`config.mk`:
```
export PLATFORM = sky130hd
export DESIGN_NAME = wait_gen
export DESIGN_NICKNAME = d
export VERILOG_FILES = /design/src/rtl/wait_gen.sv
export SDC_FILE = /design/constraint.sdc
export NUM_CORES = 1
export LEC_CHECK = 0
export BUFFER_PORTS_ARGS = -buffer_cell sky130_fd_sc_hd__buf_4
export CAP_MARGIN = 5
export CORE_MARGIN = 3
export CORE_UTILIZATION = 45
export CTS_BUF_LIST = sky130_fd_sc_hd__clkbuf_8
export DETAILED_ROUTE_END_ITERATION = 8
export GPL_TIMING_DRIVEN = 0
export PLACE_DENSITY_LB_ADDON = 0.12
export SYNTH_ARGS = -nofsm -noshare
export SYNTH_HDL_FRONTEND = slang
export SYNTH_SLANG_ARGS = --single-unit
```
`constraint.sdc`:
```
create_clock -name MHZ48 -period 2.5 [get_ports MHZ48]
set_input_delay 0.375 -clock MHZ48 [delete_from_list [all_inputs] [get_ports MHZ48]]
set_output_delay 0.375 -clock MHZ48 [all_outputs]
set_load 0.01 [all_outputs]
```
`src/rtl/wait_gen.sv`:
```
// rtl/wait_gen.sv - wait-state generator stretching 6809-style bus cycles for slow peripherals
module wait_gen #(
    parameter int WAIT0 = 0,
    parameter int WAIT1 = 24,
    parameter int WAIT2 = 48,
    parameter int WAIT3 = 96,
    parameter int CW    = 8
) (
    input  logic       MHZ48,
    input  logic       nRESET,
    input  logic       nQ,
    input  logic       nE,
    input  logic       nSEL,
    input  logic [1:0] WAITSEL,
    output logic       nWAIT,
    output logic       ACTIVE
);

    typedef enum logic [1:0] {
        ST_IDLE = 2'd0,
        ST_WAIT = 2'd1,
        ST_HOLD = 2'd2
    } state_t;

    state_t        state, state_n;
    logic [CW-1:0] cnt, cnt_n;
    logic          nwait_n, active_n;
    logic          nq_d, ne_d;
    logic          qrise, efall;
    logic [CW-1:0] wait_len;

    assign qrise = nq_d & ~nQ;
    assign efall = ~ne_d & nE;

    always_comb begin
        wait_len = '0;
        case (WAITSEL)
            2'd0:    wait_len = CW'(WAIT0);
            2'd1:    wait_len = CW'(WAIT1);
            2'd2:    wait_len = CW'(WAIT2);
            default: wait_len = CW'(WAIT3);
        endcase
    end

    // Length is latched at the qrise tick; WAITSEL/nSEL are don't-care afterwards.
    always_comb begin
        state_n  = state;
        cnt_n    = cnt;
        nwait_n  = nWAIT;
        active_n = ACTIVE;
        case (state)
            ST_IDLE: begin
                if (qrise && !nSEL) begin
                    if (wait_len != '0) begin
                        state_n  = ST_WAIT;
                        cnt_n    = wait_len - CW'(1);
                        nwait_n  = 1'b0;
                        active_n = 1'b1;
                    end else begin
                        state_n = ST_HOLD;
                    end
                end
            end
            ST_WAIT: begin
                if (cnt == '0) begin
                    state_n  = ST_HOLD;
                    nwait_n  = 1'b1;
                    active_n = 1'b0;
                end else begin
                    cnt_n = cnt - CW'(1);
                end
            end
            ST_HOLD: begin
                // Only the end of E re-arms, so one stretch per bus cycle.
                if (efall) begin
                    state_n = ST_IDLE;
                end
            end
            default: begin
                state_n  = ST_IDLE;
                nwait_n  = 1'b1;
                active_n = 1'b0;
            end
        endcase
    end

    always_ff @(posedge MHZ48) begin
        if (!nRESET) begin
            state  <= ST_IDLE;
            cnt    <= '0;
            nWAIT  <= 1'b1;
            ACTIVE <= 1'b0;
            nq_d   <= 1'b1;
            ne_d   <= 1'b1;
        end else begin
            state  <= state_n;
            cnt    <= cnt_n;
            nWAIT  <= nwait_n;
            ACTIVE <= active_n;
            nq_d   <= nQ;
            ne_d   <= nE;
        end
    end

endmodule

```
==> impl_metrics.yaml <==
run_status:
  run_status: "completed"
timing:
  worst-slew-pin-transition_ns: 0.553
  grt_setup_unrepaired: "false"
  totalNegativeSetupSlack_ns: 0
  final-setup-viol-count: 0
  final_max_slew_viol_count: 0
  hold_viol: 0
  maxSlewHeadroom_pct: 62.6
  min_period_over_period_pct: 86.5
  fmax_mhz: 462
  post-route-min-period_ns: 2.16
  final.hold.worst_slack_ns: 0.316
  setup_ws_ns: 0.337
  fin_worst_skew_ns: 0.00813
routing:
  first_pass_iters: 3
  routed-wl-met3_um: 86
  route.met2.wl_um: 769
  route.detailed.wl_per_inst_um: 12.3
  top_signal_layer_used: "met4"
  remaining_drc_errors: 0
  final_antenna_net_count: 0
  wl_met1_um: 910
  dr_iter_0_viols: 15
  routed-via-count: 768
  route.final.wire_length_mm: 1.77
  detail_route.vias_per_cell: 5.33
global_routing:
  grt_first_pass_wirelength_mm: 3.15
  overflow: 0
  antenna_found_initial: 0
  grt_start_max_net_pins: 11
  groute.usage.overall_pct: 16.2
  first_global_vias: 711
synthesis:
  syn_area_um2: 867
  yosysWarnings: 0
  synth_ff_type: "dfxtp_1"
  leading_area_contributor_after_synthesis: "dfxtp_1"
  synth.most_common_cell: "dfxtp_1"
  yosys-top-cells-area: "dfxtp_1, ha_1, a21oi_1, nand2_1, nand2b_1"
  xor_xnor_cell_area_share_of_the_yosys_netlist_pct: 2.02
  area_share_of_fa_ha_maj_cells_after_synthesis_pct: 8.66
  synth-seq-cells: 14
  syn_avg_cell_area_um2: 8.10
  yosysSeqAreaShare_pct: 32.3
  synth.top_cell.area_share_pct: 32.3
  postSynthNetCount: 120
  synth.lib_cells_used.distinct: 35
  syn_inst: 107
  synth_simple_gate_area_share_pct: 27.4
  synth.cells.most_frequent: "dfxtp_1, nand2_1, a21oi_1, nor2_1"
  dominant_combinational_cell_family_by_area_after_synthesis: "simple AND/OR/NAND/NOR gates"
  synth-edff-count: 0
  share_of_the_synthesized_area_in_compound_gates_ao_oa_aoi_oai_pct: 23.1
  post_synth_mux_area_share_pct: 1.15
  async_reset_ff_share_pct: 0
floorplan:
  num_rows: 15
  fp.dieArea_mm2: 0.00249
  initial_utilization_pct: 49.1
  ios: 9
  floorplan.core_area_mm2: 0.00176
  die_y_um: 49.9
  die-width_um: 49.9
cts:
  clk_path_buf_depth: 2
  postCtsSetupRepairBufs: 0
  clkLatencyLatePin_ns: 0.25
  clock_sinks: 14
  cts_max_level: 1
  cts.hold.buffers_added: 0
  cts_buffers: 3
  cts_tree: "done"
  worst_setup_hold_path_clk_slew_ns: 0.06
  cts-resized-gates: 0
  ctsRootBufferMaster: "clkbuf_8"
worst_setup_path:
  worstRegToRegCells: 11
  critPathLaunchType: "flop"
  crit_path_cell_trace: "buf_2, nor2b_1, clkbuf_1, nand2_1, ha_1, clkbuf_1, nor2b_1, nand2_1, o21ai_0, o211ai_1, a21oi_1"
  reg2reg_setup_slack_ns: 0.34
  worst-path-max-fanout: 9
  critPathCaptureType: "flop"
  worstSetupPathType: "reg -> reg"
  worst-path-buf-inv: 3
  cp.arrival_ns: 2.33
  cpLargestDelayFamily: "buffers and inverters"
  critical_path.max_stage_delay_ns: 0.31
  cp_slowest_cell: "clkbuf_1"
  worstReg2RegEnd: "cnt[6]$_SDFFE_PN0P_"
  critPathRequiredTime_ns: 2.67
  crit-reg2reg-launch: "state[0]$_SDFFE_PN0P_"
worst_hold_path:
  worstHoldEndpoint: "ne_d$_SDFF_PN1_"
  min_delay_path_depth: 2
  min-delay-start: "nE"
  hold_path.class: "in -> reg"
placement:
  detailed_place_hpwl_mm: 1.28
  io_buffers: 8
  worst_case_setup_slack_after_placement_ns: 0.296
  place_congestion: 0.741
  dpl_cell_area_um2: 958
cells_and_area:
  drive_above_1_share_pct: 13.4
  final_nets: 133
  antenna_cells: 0
  area.sequential_um2: 280
  postLayoutCellArea_mm2: 0.00101
  syn2layout_area_growth_pct: 16.9
  fill_cells: 186
  multi_input_area_um2: 541
run:
  max_cap_violations: 0
power:
  leakagePower_nw: 0.430
  power_per_cell_area_mw_per_mm2: 620
  fin_total_pwr_w: 0.000629
  peakVddDrop_uv: 413
-- area by class of cell --
type | instances | share of cell area [%]
Multi-Input combinational cell | 83 | 53.3
Tap cell | 25 | 3.09
Inverter | 5 | 1.85
Sequential cell | 14 | 27.7
Buffer | 5 | 2.72
Timing Repair Buffer | 8 | 5.93
Clock buffer | 4 | 5.43
-- worst register-to-register path, delay by kind of cell (launching register included) --
kind | cells | cell delay (ns)
DFF | 1 | 0.29
AOI/OAI and AO/OA | 3 | 0.40
adders and majority gates | 1 | 0.14
and+or+nand+nor | 4 | 0.57
buffers and inverters | 3 | 0.70
-- cells by family (layout without fill, tap and decap cells) --
kind of cell,after synthesis,count (layout)
multiplexers,1,1
adder cells (fa/ha/maj),6,6
AO/OA/AOI/OAI,30,30
AND/OR/NAND/NOR,44,44
buffers and inverters,10,22
XOR/XNOR,2,2
flip-flops,14,14
-- routing by layer --
metal / up-vias / GRT usage, %
li1: 402 / -
met1: 353 / 20.5
met2: 11 / 25.8
met3: 2 / 6.04
met4: 0 / 4.15
met5: - / 0
-- cell usage in the layout (no fill, tap or decap), types with 2 or more instances in the layout --
master    count
dfxtp_1      14
o211a_1       2
buf_4         8
a21oi_1       9
nor3_1        3
clkbuf_1      3
inv_1         5
a21boi_1      3
nand3_1       2
o21a_1        2
o21ai_0       5
ha_1          6
clkbuf_8      4
nor2_1        9
nand2_1      11
nor2b_1       6
nand2b_1      6
o31ai_1       2
-- through the flow --
stage | instances | util (%)
6_report | 144 | 57.4
5_1_grt | 144 | 57.4
4_1_cts | 144 | 57.4
3_5_place_dp | 140 | 54.3
3_3_place_gp | 140 | 54.3
2_1_floorplan | 107 | -
-- state kept, by name (all words and copies together) (netlist names) --
signal and cells:
state 2, nq_d 1, cnt 8, ne_d 1, ACTIVE 1, nWAIT 1
-- power by group --
group | internal [W] | switching [W]
Clock | 0.000139 | 0.0000797
Combinational | 0.0000703 | 0.0000740
Sequential | 0.000243 | 0.0000226
Total | 0.000452 | 0.000176
-- worst max path at each step --
stage                                     start                  end  depth (start not counted)
final                     state[0]$_SDFFE_PN0P_  cnt[6]$_SDFFE_PN0P_                         11
after global placement               WAITSEL[0]  cnt[3]$_SDFFE_PN0P_                          9
after global routing      state[0]$_SDFFE_PN0P_  cnt[6]$_SDFFE_PN0P_                         11
after floorplan           state[0]$_SDFFE_PN0P_  cnt[4]$_SDFFE_PN0P_                         10
after CTS                 state[0]$_SDFFE_PN0P_  cnt[6]$_SDFFE_PN0P_                         11
after detailed placement             WAITSEL[0]  cnt[3]$_SDFFE_PN0P_                          9
No activity file was read; power rests on OpenSTA's default activity.
